===== src/rtl/card_sprite_if.sv =====
// card_sprite_if: image-write request handshake plus the two sprite memory
// ports (read and write) of card_sprite_ctrl.
//   wr_req/wr_addr/wr_data -> controller, wr_ack <- controller
//   WE/wAddr/dataIn        : memory write port driven by the controller
//   RE/rAddr               : memory read port driven by the controller
//   dataOut                : memory read data (one-cycle registered latency)
// slave  = controller view, master = requester/memory view.
interface card_sprite_if #(
    parameter int AW = 9,
    parameter int CW = 3
);
    logic          wr_req;
    logic [AW-1:0] wr_addr;
    logic [CW-1:0] wr_data;
    logic          wr_ack;
    logic          WE;
    logic          RE;
    logic [AW-1:0] wAddr;
    logic [AW-1:0] rAddr;
    logic [CW-1:0] dataIn;
    logic [CW-1:0] dataOut;

    modport slave (
        input  wr_req, wr_addr, wr_data, dataOut,
        output wr_ack, WE, RE, wAddr, rAddr, dataIn
    );

    modport master (
        output wr_req, wr_addr, wr_data, dataOut,
        input  wr_ack, WE, RE, wAddr, rAddr, dataIn
    );
endinterface


===== src/rtl/card_sprite_ctrl.sv =====
// card_sprite_ctrl: maps the raster position onto a SPR_W x SPR_H card image
// at a frame-latched screen position, drives the sprite memory read port and
// returns a registered colour/hit pair three cycles after the raster inputs.
// Image updates are granted on the write port only outside active video.
// Ports:
//   clk, rst            pixel clock, async active-high reset
//   hcount, vcount      raster position; active = visible pixel
//   frame_start         one-cycle pulse at frame start (position update point)
//   card_x/card_y       requested top-left, captured by pos_load
//   bus                 write handshake + memory ports (card_sprite_if.slave)
//   pix_hit/pix_color   opaque-pixel flag and colour (TRANSP when no hit)
module card_sprite_ctrl #(
    parameter int            SPR_W  = 16,
    parameter int            SPR_H  = 32,
    parameter int            AW     = 9,
    parameter int            CW     = 3,
    parameter logic [CW-1:0] TRANSP = '0
) (
    input  logic          clk,
    input  logic          rst,
    input  logic [7:0]    hcount,
    input  logic [7:0]    vcount,
    input  logic          active,
    input  logic          frame_start,
    input  logic [7:0]    card_x,
    input  logic [7:0]    card_y,
    input  logic          pos_load,
    card_sprite_if.slave  bus,
    output logic          pix_hit,
    output logic [CW-1:0] pix_color
);
    localparam int XB = $clog2(SPR_W);
    localparam int YB = $clog2(SPR_H);

    typedef enum logic {IDLE, WRITE} wr_state_e;

    // Position registers: pending (host-visible) and live (used by raster)
    logic [7:0] pend_x_q, pend_x_d, pend_y_q, pend_y_d;
    logic [7:0] cur_x_q, cur_x_d, cur_y_q, cur_y_d;

    // Read pipeline
    logic [AW-1:0] raddr_q, raddr_d;
    logic          re_q, re_d;
    logic          hit1_q, hit1_d, hit2_q, hit2_d;
    logic          pix_hit_q, pix_hit_d;
    logic [CW-1:0] pix_color_q, pix_color_d;

    // Write arbiter
    wr_state_e     state_q, state_d;
    logic          we_q, we_d, ack_q, ack_d;
    logic [AW-1:0] waddr_q, waddr_d;
    logic [CW-1:0] wdata_q, wdata_d;

    logic [8:0] dx, dy;
    logic       in_spr;

    // Negative offsets set bit 8, so the card never wraps around the screen.
    assign dx     = {1'b0, hcount} - {1'b0, cur_x_q};
    assign dy     = {1'b0, vcount} - {1'b0, cur_y_q};
    assign in_spr = active && !dx[8] && (dx < 9'(SPR_W))
                           && !dy[8] && (dy < 9'(SPR_H));

    always_comb begin
        pend_x_d = pend_x_q;
        pend_y_d = pend_y_q;
        cur_x_d  = cur_x_q;
        cur_y_d  = cur_y_q;
        if (pos_load) begin
            pend_x_d = card_x;
            pend_y_d = card_y;
        end
        // Live position only moves at frame start; a simultaneous load
        // bypasses the pending stage.
        if (frame_start) begin
            cur_x_d = pos_load ? card_x : pend_x_q;
            cur_y_d = pos_load ? card_y : pend_y_q;
        end
    end

    always_comb begin
        raddr_d     = in_spr ? AW'({dy[YB-1:0], dx[XB-1:0]}) : raddr_q;
        re_d        = in_spr;
        hit1_d      = in_spr;
        hit2_d      = hit1_q;   // aligns with dataOut from the memory
        pix_hit_d   = hit2_q && (bus.dataOut != TRANSP);
        pix_color_d = hit2_q ? bus.dataOut : TRANSP;
    end

    always_comb begin
        state_d = state_q;
        we_d    = 1'b0;
        ack_d   = 1'b0;
        waddr_d = waddr_q;
        wdata_d = wdata_q;
        case (state_q)
            IDLE: if (bus.wr_req && !active) begin
                state_d = WRITE;
                we_d    = 1'b1;
                ack_d   = 1'b1;
                waddr_d = bus.wr_addr;
                wdata_d = bus.wr_data;
            end
            // One dead cycle lets the requester retire the acked request.
            WRITE: state_d = IDLE;
            default: state_d = IDLE;
        endcase
    end

    always_ff @(posedge clk or posedge rst) begin
        if (rst) begin
            pend_x_q    <= '0;
            pend_y_q    <= '0;
            cur_x_q     <= '0;
            cur_y_q     <= '0;
            raddr_q     <= '0;
            re_q        <= 1'b0;
            hit1_q      <= 1'b0;
            hit2_q      <= 1'b0;
            pix_hit_q   <= 1'b0;
            pix_color_q <= TRANSP;
            state_q     <= IDLE;
            we_q        <= 1'b0;
            ack_q       <= 1'b0;
            waddr_q     <= '0;
            wdata_q     <= '0;
        end else begin
            pend_x_q    <= pend_x_d;
            pend_y_q    <= pend_y_d;
            cur_x_q     <= cur_x_d;
            cur_y_q     <= cur_y_d;
            raddr_q     <= raddr_d;
            re_q        <= re_d;
            hit1_q      <= hit1_d;
            hit2_q      <= hit2_d;
            pix_hit_q   <= pix_hit_d;
            pix_color_q <= pix_color_d;
            state_q     <= state_d;
            we_q        <= we_d;
            ack_q       <= ack_d;
            waddr_q     <= waddr_d;
            wdata_q     <= wdata_d;
        end
    end

    assign bus.rAddr  = raddr_q;
    assign bus.RE     = re_q;
    assign bus.WE     = we_q;
    assign bus.wr_ack = ack_q;
    assign bus.wAddr  = waddr_q;
    assign bus.dataIn = wdata_q;
    assign pix_hit    = pix_hit_q;
    assign pix_color  = pix_color_q;
endmodule


===== src/flat_wrapper.sv =====
// flat-port wrapper written by rule: the top's interface ports become plain ports
module card_sprite_ctrl_flat 
#(
    parameter int            SPR_W  = 16,
    parameter int            SPR_H  = 32,
    parameter int            AW     = 9,
    parameter int            CW     = 3,
    parameter logic [CW-1:0] TRANSP = '0
)
  (clk, rst, hcount, vcount, active, frame_start, card_x, card_y, pos_load, pix_hit, pix_color, bus_wr_req, bus_wr_addr, bus_wr_data, bus_dataOut, bus_wr_ack, bus_WE, bus_RE, bus_wAddr, bus_rAddr, bus_dataIn);
  card_sprite_if #(.AW(AW), .CW(CW)) bus_i ();
  input  logic clk;
  input  logic rst;
  input  logic [7:0] hcount;
  input  logic [7:0] vcount;
  input  logic active;
  input  logic frame_start;
  input  logic [7:0] card_x;
  input  logic [7:0] card_y;
  input  logic pos_load;
  output logic pix_hit;
  output logic [CW-1:0] pix_color;
  input wire logic [$bits(bus_i.wr_req)-1:0] bus_wr_req;
  input wire logic [$bits(bus_i.wr_addr)-1:0] bus_wr_addr;
  input wire logic [$bits(bus_i.wr_data)-1:0] bus_wr_data;
  input wire logic [$bits(bus_i.dataOut)-1:0] bus_dataOut;
  output wire logic [$bits(bus_i.wr_ack)-1:0] bus_wr_ack;
  output wire logic [$bits(bus_i.WE)-1:0] bus_WE;
  output wire logic [$bits(bus_i.RE)-1:0] bus_RE;
  output wire logic [$bits(bus_i.wAddr)-1:0] bus_wAddr;
  output wire logic [$bits(bus_i.rAddr)-1:0] bus_rAddr;
  output wire logic [$bits(bus_i.dataIn)-1:0] bus_dataIn;
  assign bus_i.wr_req = bus_wr_req;
  assign bus_i.wr_addr = bus_wr_addr;
  assign bus_i.wr_data = bus_wr_data;
  assign bus_i.dataOut = bus_dataOut;
  assign bus_wr_ack = bus_i.wr_ack;
  assign bus_WE = bus_i.WE;
  assign bus_RE = bus_i.RE;
  assign bus_wAddr = bus_i.wAddr;
  assign bus_rAddr = bus_i.rAddr;
  assign bus_dataIn = bus_i.dataIn;
  card_sprite_ctrl #(.SPR_W(SPR_W), .SPR_H(SPR_H), .AW(AW), .CW(CW), .TRANSP(TRANSP)) u_core (.clk(clk), .rst(rst), .hcount(hcount), .vcount(vcount), .active(active), .frame_start(frame_start), .card_x(card_x), .card_y(card_y), .pos_load(pos_load), .bus(bus_i), .pix_hit(pix_hit), .pix_color(pix_color));
endmodule

===== config.mk =====
export PLATFORM = sky130hd
export DESIGN_NAME = card_sprite_ctrl_flat
export DESIGN_NICKNAME = d
export VERILOG_FILES = /design/src/rtl/card_sprite_if.sv /design/src/rtl/card_sprite_ctrl.sv /design/src/flat_wrapper.sv
export SDC_FILE = /design/constraint.sdc
export NUM_CORES = 1
export LEC_CHECK = 0
export ABC_AREA = 1
export BUFFER_PORTS_ARGS = -buffer_cell sky130_fd_sc_hd__buf_2
export CAP_MARGIN = 40
export CORE_ASPECT_RATIO = 1.75
export CORE_UTILIZATION = 50
export DETAILED_ROUTE_END_ITERATION = 8
export PLACE_DENSITY_LB_ADDON = 0.12
export REMOVE_ABC_BUFFERS = 1
export SYNTH_ARGS = -nofsm -noshare
export SYNTH_HDL_FRONTEND = slang
export SYNTH_SLANG_ARGS = --single-unit

===== constraint.sdc =====
create_clock -name clk -period 6.1 [get_ports clk]
set_input_delay 0.305 -clock clk [delete_from_list [all_inputs] [get_ports clk]]
set_output_delay 0.305 -clock clk [all_outputs]
set_load 0.005 [all_outputs]

==> impl_metrics.py, run 1 <==
metrics = {
    "timing": {
        "setup_slack_ps": 3880,
        "period_share_pct": 36.3,
        "fin_setup_tns_ps": 0,
        "holdWs_ps": 162,
        "rsz0062_at_grt": "no",
        "setup_viol": 0,
        "slew_headroom_pct": 49.9,
        "hold_viol_final": 0,
        "max_freq_ghz": 0.451,
        "finalClockSkew_ps": 6.54,
        "slew_viol_final": 0,
        "period_minus_slack_ps": 2220,
        "worst_slew_pin_slew_ps": 751,
    },
    "clock_network": {
        "cts_made_buffers": 9,
        "worstSkewPairLatency_ps": 340,
        "tritoncts": "built",
        "cts.clk_slew.worst_paths_ps": 60,
        "clockBufferDepth": 2,
        "htreeDepth": 3,
        "postCtsSetupBuffers": 0,
        "cts_root_buf": "clkbuf_8",
        "clock-sinks": 60,
        "hold_buffers": 0,
        "post_cts_resized": 0,
    },
    "detailed_routing": {
        "wl_per_cell_um": 12.3,
        "totalWireLength_um": 6500,
        "dr_total_vias": 2544,
        "drc_errors": 0,
        "ant_nets": 0,
        "initialDrtViolationCount": 63,
        "viasPerCell": 4.82,
        "firstDrtPassIters": 4,
    },
    "final_layout": {
        "layout_commonest_cell": "nand2_1",
        "n_fill_cell": 564,
        "antenna_cells": 0,
        "mostFrequentLayoutCells": "127 x nand2_1, 80 x buf_2, 60 x dfrtp_1, 55 x inv_1, 18 x mux2_2",
        "areaGrowthSynthToFinish_pct": 20.6,
        "postLayoutCellArea_um2": 3780,
        "drive_gt1_share_pct": 28.0,
        "fin_nets": 517,
    },
    "yosys": {
        "synthArstFlopShare_pct": 100,
        "syn_area_um2": 3140,
        "yosysUniqueCellTypes": 26,
        "synth_edf_count": 0,
        "synth_compound_area_share_pct": 3.59,
        "post_synth_fa_ha_maj_area_fraction_pct": 7.66,
        "synth_cells": 361,
        "synthFlopType": "dfrtp_1",
        "synth_seq_cells": 60,
        "seq_area_frac_synth_pct": 47.9,
        "synth-xor-area-share_pct": 1.40,
        "synth.avg_cell_area_um2": 8.69,
        "synth_top_family_by_area": "simple AND/OR/NAND/NOR gates",
        "synth-simple-area-share_pct": 24.6,
        "ys_warn_count": 0,
        "synthMuxAreaShare_pct": 6.46,
    },
    "global_routing": {
        "grt_pass1_wl_um": 10900,
        "use_met3_pct": 7.48,
        "antenna_found_initial": 0,
        "met2_usage_pct": 40.0,
        "track_usage_pct": 23.3,
        "grt_pass1_vias": 2559,
        "grt-ovfl-total": 0,
        "top_usage_layer": "met2",
        "grt_max_degree": 61,
        "use_met1_pct": 22.8,
    },
    "placement": {
        "dpl_worst_slack_ps": 3880,
        "hpwl_um": 5020,
        "place_area_um2": 3610,
        "place.gp.congestion": 0.921,
        "io_buffers": 80,
    },
    "floorplan": {
        "dieHeight_um": 107,
        "start_util_pct": 52.5,
        "die-area_um2": 6610,
        "row_count": 37,
        "io_pins": 81,
        "die_width_um": 61.9,
        "core_area_um2": 5970,
    },
    "pwr": {
        "p_leak_nw": 2.22,
        "power_mw": 1.07,
        "ir_worst_vdd_uv": 183,
        "p_per_area_nw_per_um2": 283,
    },
    "setup_path": {
        "cp-end-kind": "register",
        "critPathLaunchType": "register",
        "critPathKind": "reg2reg",
        "arrival_ps": 2440,
        "required_ps": 6330,
        "crit_path_max_fanout": 10,
    },
    "job": {
        "cap_violations": 0,
    },
    "min_path": {
        "hold_path_class": "in2reg",
    },
    "run_status": {
        "status": "completed",
    },
}
## power by group
group / switching, mW / internal, mW
Combinational: 0.171 / 0.116
Clock: 0.144 / 0.166
Sequential: 0.0237 / 0.449
Total: 0.339 / 0.732
## kinds of logic (layout without fill, tap and decap cells)
kind of cell,count (synthesis),after routing
compound gates,22,22
xor+xnor,5,5
fa+ha+maj,18,18
buf+inv,69,158
flops,60,60
mux,18,18
simple gates,169,169
## metal layers
metal / up-vias / wire length (µm)
li1: 1298 / -
met1: 1171 / 2390
met2: 54 / 3590
met3: 21 / 266
met4: 0 / 248
met5: - / 0
## flip-flops by register name, indices dropped and copies added (netlist names), 3 cells and up
name and cells:
u_core.bus.wAddr 9, u_core.bus.dataIn 3, u_core.bus.rAddr 9, u_core.cur_y_q 8, u_core.pend_y_q 8, u_core.pix_color 3
u_core.cur_x_q 8, u_core.pend_x_q 8
## worst paths after layout
check	from	depth (start not counted)	to	slack (ps)
hold reg to reg	u_core.bus.RE	0	u_core.hit2_q	370
hold / removal	bus_wr_addr[3]	3	u_core.bus.wAddr[3]	160
setup reg to reg	u_core.cur_x_q[0]	12	u_core.bus.rAddr[4]	3880
setup / recovery	u_core.cur_x_q[0]	12	u_core.bus.rAddr[4]	3880
min in group asynchronous	rst	3	u_core.pend_x_q[4]	170
max in group asynchronous	rst	3	u_core.bus.rAddr[5]	5430
## final cells by class
class / instances / area (µm²) / area share (%)
sequential: 60 / 1500 / 39.7
multi-input combinational: 232 / 1370 / 36.2
timing repair buffer: 82 / 415 / 11.0
inverter: 61 / 229 / 6.05
clock buffer: 13 / 159 / 4.20
tap: 78 / 97.6 / 2.58
clock inverter: 2 / 10.0 / 0.265
## worst max-delay path: stages, from the launching register on
cell     delay (ps)
dfrtp_1         400
ha_1            220
fa_1            410
inv_1           100
nand3_1         100
nand3_1         110
nand2_1          60
nor2_2           90
nand3_2         120
nor2_8          200
nand3_4         150
nand2_1         100
nand2_1          50
## cells in the mapped netlist (3+ instances only)
| cell | number | area, µm² |
|---|---|---|
| clkbuf_1 | 5 | 18.8 |
| nand3_1 | 13 | 65.1 |
| inv_2 | 4 | 15.0 |
| mux2_2 | 18 | 203 |
| ha_1 | 16 | 200 |
| dfrtp_1 | 60 | 1500 |
| o21ai_0 | 14 | 70.1 |
| nor2_8 | 3 | 60.1 |
| inv_1 | 56 | 210 |
| nand2_1 | 127 | 477 |
| a21oi_1 | 7 | 35.0 |
| nand4_1 | 13 | 81.3 |
| xor2_1 | 3 | 26.3 |
| nor2_1 | 7 | 26.3 |
## through the flow
| step | util (%) | cells |
|---|---|---|
| 2_1_floorplan | - | 353 |
| 3_3_place_gp | 60.5 | 513 |
| 3_5_place_dp | 60.5 | 513 |
| 4_1_cts | 63.4 | 528 |
| 5_1_grt | 63.4 | 528 |
| 6_report | 63.4 | 528 |
Note: power is estimated with default switching activity, not from simulation.
==> run 2, diff against run 1 <==
==> constraint.sdc (replaced) <==
create_clock -name clk -period 2.05 [get_ports clk]
set_input_delay 0.1025 -clock clk [delete_from_list [all_inputs] [get_ports clk]]
set_output_delay 0.1025 -clock clk [all_outputs]
set_load 0.005 [all_outputs]
==> run 2 against run 1 <==
Hold slack worse by 140 ps. Routed wire length up 8.4%. Critical path depth unchanged. Register-to-register slack worse by 3800 ps. Largest power group unchanged. Critical path type unchanged. Largest cell class unchanged. Maximum frequency up 11%.
==> impl_metrics.py, run 2 (synthesized netlist as in run 1, its figures left out) <==
metrics = {
    "placement": {
        "dp_cells": 521,
        "place.gp.congestion": 0.905,
        "hpwl_um": 5070,
        "io_buffers": 80,
        "dpl_worst_slack_ps": -30.0,
        "place_area_um2": 3690,
    },
    "floorplan": {
        "dieHeight_um": 107,
        "die-area_um2": 6610,
        "core_area_um2": 5970,
        "row_count": 37,
        "io_pins": 81,
        "die_width_um": 61.9,
        "start_util_pct": 52.5,
    },
    "final_layout": {
        "antenna_cells": 0,
        "areaGrowthSynthToFinish_pct": 36.1,
        "n_fill_cell": 490,
        "fin_cells": 568,
        "layout_commonest_cell": "nand2_1",
        "multi_input_area_um2": 1460,
        "drive_gt1_share_pct": 31.6,
        "postLayoutCellArea_um2": 4270,
        "mostFrequentLayoutCells": "120 x nand2_1, 80 x buf_2, 60 x dfrtp_1, 54 x inv_1, 28 x dlygate4sd3_1",
        "regArea_um2": 1500,
        "fin_nets": 556,
    },
    "job": {
        "cap_violations": 0,
    },
    "setup_path": {
        "critPathMaxStageDelay_ps": 380,
        "critPathKind": "reg2reg",
        "cp-end-kind": "register",
        "worst-path-buf-inv": 1,
        "cp_top_family": "simple AND/OR/NAND/NOR gates",
        "critPathLaunchType": "register",
        "crit_chain": "ha_2 > fa_2 > inv_2 > nand3_4 > nand3_2 > nand2_2 > nor2_2 > nand3_2 > nor2_8 > nand3_4 > nand2_2 > nand2_1",
        "crit_slowest_cell": "dfrtp_1",
        "arrival_ps": 2220,
        "crit_path_max_fanout": 5,
        "required_ps": 2280,
    },
    "detailed_routing": {
        "ant_nets": 0,
        "firstDrtPassIters": 4,
        "totalWireLength_um": 7050,
        "wl_per_cell_um": 12.4,
        "initialDrtViolationCount": 150,
        "drc_errors": 0,
        "viasPerCell": 4.82,
        "dr_total_vias": 2739,
    },
    "clock_network": {
        "worstSkewPairLatency_ps": 340,
        "clockBufferDepth": 2,
        "cts_root_buf": "clkbuf_8",
        "tritoncts": "built",
        "clock-sinks": 60,
        "cts.clk_slew.worst_paths_ps": 60,
        "cts_made_buffers": 9,
        "htreeDepth": 3,
    },
    "timing": {
        "rsz0062_at_grt": "yes",
        "finalClockSkew_ps": 7.75,
        "worst_slew_pin_slew_ps": 557,
        "hold_viol_final": 0,
        "period_minus_slack_ps": 1990,
        "setup_slack_ps": 57.5,
        "period_share_pct": 97.2,
        "setup_viol": 0,
        "slew_viol_final": 0,
        "max_freq_ghz": 0.502,
        "slew_headroom_pct": 62.8,
    },
    "pwr": {
        "combPwrFrac_pct": 30.2,
        "switching_share_pct": 31.7,
        "power.switching_mw": 1.09,
        "p_clk_share_pct": 28.5,
        "p_per_area_nw_per_um2": 801,
        "ir_worst_vdd_uv": 580,
        "pwr-share-seq_pct": 41.2,
        "p_leak_nw": 2.40,
        "p_int_mw": 2.34,
    },
    "min_path": {
        "hold_path_class": "in2reg",
    },
    "global_routing": {
        "grt-ovfl-total": 0,
        "antenna_found_initial": 0,
        "grt_max_degree": 36,
        "grt_pass1_wl_um": 12200,
        "track_usage_pct": 25.6,
        "grt_pass1_vias": 2879,
    },
    "run_status": {
        "status": "completed",
    },
}
==> run 2: cell count changes in the layout (fill, tap and decap cells not counted), moves of 3 or more <==
cell | previous run | this run
nand2_1 | 127 | 120
ha_2 | 0 | 3
nand3_1 | 13 | 10
buf_6 | 0 | 5
nand2_2 | 1 | 8
dlygate4sd3_1 | 0 | 28
buf_4 | 2 | 6
ha_1 | 16 | 12
==> run 2: power by group through the flow <==
stage	Clock, mW	Combinational (mW)	Sequential, mW
final	0.976	1.03	1.41
after global routing	1.06	1.17	1.43
after CTS	1.00	0.992	1.41
after detailed placement	0	0.914	1.43
after global placement	0	0.895	1.42
after floorplan	0	0.579	1.42
==> run 2: worst reg2reg max path, delay by kind of cell (launching register included) <==
kind | cells | cell delay, ps
buf+inv | 1 | 90
fa+ha+maj | 2 | 530
flops | 1 | 380
simple gates | 9 | 880
==> run 2: final timing paths <==
kind	to	startpoint	cells past startpoint	slack, ps
setup / recovery	u_core.bus.rAddr[4]	u_core.cur_x_q[0]	12	60
hold / removal	u_core.pend_x_q[7]	card_x[7]	2	20
setup reg to reg	u_core.bus.rAddr[4]	u_core.cur_x_q[0]	12	60
hold reg to reg	u_core.hit2_q	u_core.bus.RE	0	390
max in group asynchronous	u_core.hit2_q	rst	4	1100
min in group asynchronous	u_core.cur_y_q[3]	rst	3	360
==> run 2: through the flow <==
| step | hold slack, ps | setup TNS (ps) | utilization (%) | power, mW |
|---|---|---|---|---|
| finish | 20.2 | 0 | 71.5 | 3.42 |
| global route | 5.91 | -617 | 71.5 | 3.66 |
| floorplan | 210 | 0 | - | 2.00 |
| global placement | 179 | 0 | 61.7 | 2.32 |
| detailed placement | 191 | -163 | 61.7 | 2.34 |
| CTS | 1.35 | 0 | 70.2 | 3.40 |
==> run 2: what timing repair did <==
item / in CTS / in global routing
hold endpoints to repair: 53 / 0
pin swaps: 3 / 6
cloned: 1 / 0
setup buffers: 2 / 0
resized for setup: 4 / 21
hold buffers: 28 / 0
setup endpoints to repair: 9 / 10
==> run 2: metal layers <==
metal	vias to the layer above	routed length, µm	GRT usage [%]
li1	1376	-	-
met1	1272	2660	27.0
met2	67	3860	44.8
met3	24	287	6.88
met4	0	235	12.1
met5	-	0	0
==> run 2: final cells by class <==
cell class	instances	share of cell area (%)
clock buffer	15	4.13
clock inverter	1	0.117
inverter	61	5.36
multi-input combinational	233	34.1
sequential	60	35.2
tap	78	2.29
timing repair buffer	120	18.8
==> run 3, diff against run 2 <==
--- a/config.mk
+++ b/config.mk
@@ -8,8 +8,10 @@
 export ABC_AREA = 1
 export BUFFER_PORTS_ARGS = -buffer_cell sky130_fd_sc_hd__buf_2
 export CAP_MARGIN = 40
+export CELL_PAD_IN_SITES_DETAIL_PLACEMENT = 1
+export CELL_PAD_IN_SITES_GLOBAL_PLACEMENT = 2
 export CORE_ASPECT_RATIO = 1.75
-export CORE_UTILIZATION = 50
+export CORE_UTILIZATION = 31
 export DETAILED_ROUTE_END_ITERATION = 8
 export PLACE_DENSITY_LB_ADDON = 0.12
 export REMOVE_ABC_BUFFERS = 1
==> run 3 against run 2 <==
Hold slack worse by 19 ps. Global-route usage decreased by 7.5 points. Maximum frequency shrank 3.7%. Count of clock-buffer cells in the layout is 2 lower. Non-clock buffer count shrank 13. The run now ends with negative setup slack left. Largest power group is now clock. Critical endpoint is now u_core.bus.rAddr[2]. Cell count is 6.0% higher.
==> impl_metrics.py, run 3 (synthesized netlist as in run 1, its figures left out) <==
metrics = {
    "run_status": {
        "status": "complete, but fails checks",
        "violations": "negative setup slack",
    },
    "pwr": {
        "p_per_area_nw_per_um2": 947,
        "p_leak_nw": 2.42,
        "power_mw": 4.11,
        "ir_worst_vdd_uv": 469,
    },
    "floorplan": {
        "core_area_um2": 9850,
        "io_pins": 81,
        "dieHeight_um": 135,
        "die_width_um": 78.0,
        "start_util_pct": 31.8,
        "die-area_um2": 10500,
        "row_count": 48,
    },
    "setup_path": {
        "arrival_ps": 2290,
        "worstReg2RegEnd": "u_core.bus.rAddr[2]",
        "crit_chain": "ha_4 > fa_2 > inv_2 > nand3_4 > nand3_2 > nand2_2 > nor2_2 > nand3_2 > nor2_8 > nand3_4 > nand2_1 > nand2_1",
        "worstSetupStartpoint": "u_core.cur_x_q[0]",
        "critPathMaxStageDelay_ps": 400,
        "crit_path_max_fanout": 5,
        "crit_slowest_cell": "dfrtp_1",
        "r2r_cells": 12,
        "required_ps": 2270,
        "r2r-start": "u_core.cur_x_q[0]",
        "critPathKind": "reg2reg",
        "cp-end-kind": "register",
        "critPathLaunchType": "register",
        "crit_end": "u_core.bus.rAddr[2]",
        "r2r_slack_ps": -20,
    },
    "placement": {
        "io_buffers": 80,
        "hpwl_um": 6530,
        "place.gp.congestion": 0.734,
        "dpl_worst_slack_ps": -156,
    },
    "timing": {
        "hold_viol_final": 0,
        "max_freq_ghz": 0.483,
        "setup_viol": 9,
        "period_share_pct": 101,
        "slew_headroom_pct": 62.9,
        "setup_slack_ps": -19.3,
        "period_minus_slack_ps": 2070,
        "slew_viol_final": 0,
        "rsz0062_at_grt": "yes",
        "worst_slew_pin_slew_ps": 556,
        "finalClockSkew_ps": 6.96,
    },
    "detailed_routing": {
        "firstDrtPassIters": 4,
        "wl_per_cell_um": 14.5,
        "initialDrtViolationCount": 60,
        "drc_errors": 0,
        "dr_total_vias": 2704,
        "ant_nets": 0,
        "viasPerCell": 4.49,
        "totalWireLength_um": 8710,
    },
    "clock_network": {
        "cts.clk_slew.worst_paths_ps": 50,
        "clockBufferDepth": 2,
        "clock-sinks": 60,
        "cts_made_buffers": 9,
        "tritoncts": "built",
        "cts_root_buf": "clkbuf_16",
        "worstSkewPairLatency_ps": 330,
        "htreeDepth": 3,
    },
    "final_layout": {
        "mostFrequentLayoutCells": "120 x nand2_1, 80 x buf_2, 60 x dfrtp_1, 54 x inv_1, 18 x mux2_2",
        "layout_commonest_cell": "nand2_1",
        "drive_gt1_share_pct": 31.9,
        "utilization_pct": 44.0,
        "fin_nets": 543,
        "antenna_cells": 0,
        "areaGrowthSynthToFinish_pct": 38.2,
    },
    "global_routing": {
        "grt_pass1_wl_um": 14300,
        "grt_pass1_vias": 2973,
        "antenna_found_initial": 0,
        "grt_max_degree": 25,
        "track_usage_pct": 18.1,
        "grt-ovfl-total": 0,
    },
    "min_path": {
        "hold_path_class": "in2reg",
    },
    "job": {
        "cap_violations": 0,
    },
}
[run 3: changes by cell type in the layout (fill, tap and decap cells not counted), sizes merged]
cell	previous run	this run
bufinv	0	2
dlygate4sd3	28	14
buf	92	93
clkbuf	15	13
[run 3: through the flow]
step	area, µm²	hold slack (ps)	std cells	setup TNS, ps
finish	4340	1.61	602	-106
floorplan	3100	210	353	0
global placement	3780	193	569	-744
CTS	4290	5.77	600	-0.185
detailed placement	3780	199	569	-1410
global route	4340	11.7	602	-1170
[run 3: how the worst min path moves through the flow]
stage,cells past startpoint,to,start
finish,3,u_core.bus.wAddr[0],bus_wr_addr[0]
global route,3,u_core.bus.wAddr[0],bus_wr_addr[0]
CTS,3,u_core.pix_color[0],bus_dataOut[0]
detailed placement,2,u_core.bus.dataIn[1],rst
global placement,2,u_core.bus.dataIn[1],rst
floorplan,1,u_core.cur_x_q[2],frame_start
[run 3: layout make-up]
cell class                      count  area, µm²
Fill cell                        1224       5510
Sequential cell                    60       1500
Multi-Input combinational cell    233       1440
Timing Repair Buffer              107        676
Clock buffer                       13        260
Inverter                           61        229
Tap cell                          125        156
Clock inverter                      3       68.8
[run 3: power by group]
part	internal [mW]	switching (mW)	total (mW)	leakage (nW)
clock network	1.13	0.529	1.66	0.160
logic	0.448	0.584	1.03	1.50
registers	1.34	0.0744	1.41	0.751
total	2.92	1.19	4.11	2.42
[run 3: worst max-delay path: cells and delay by family, from the launching register on]
kind / cells / cell delay, ps
flip-flops: 1 / 400
AND/OR/NAND/NOR: 9 / 880
buffers and inverters: 1 / 110
adder cells (fa/ha/maj): 2 / 570
[run 3: per-layer routing]
metal / part of all wire, % / vias up / track usage, %
li1: - / 1346 / -
met4: 1.9 / 0 / 7.72
met5: 0 / - / 0
met1: 36 / 1301 / 18.4
met3: 2.8 / 12 / 3.04
met2: 59 / 45 / 35.4
[run 3: timing repair]
action                                  CTS  global route
setup buffers                             0             2
endpoints found under the hold margin    36             0
hold buffers                             14             0
gates resized for setup                   8             8
gates cloned                              1             0
pin swaps                                 4             5
endpoints found under the setup margin   10            10
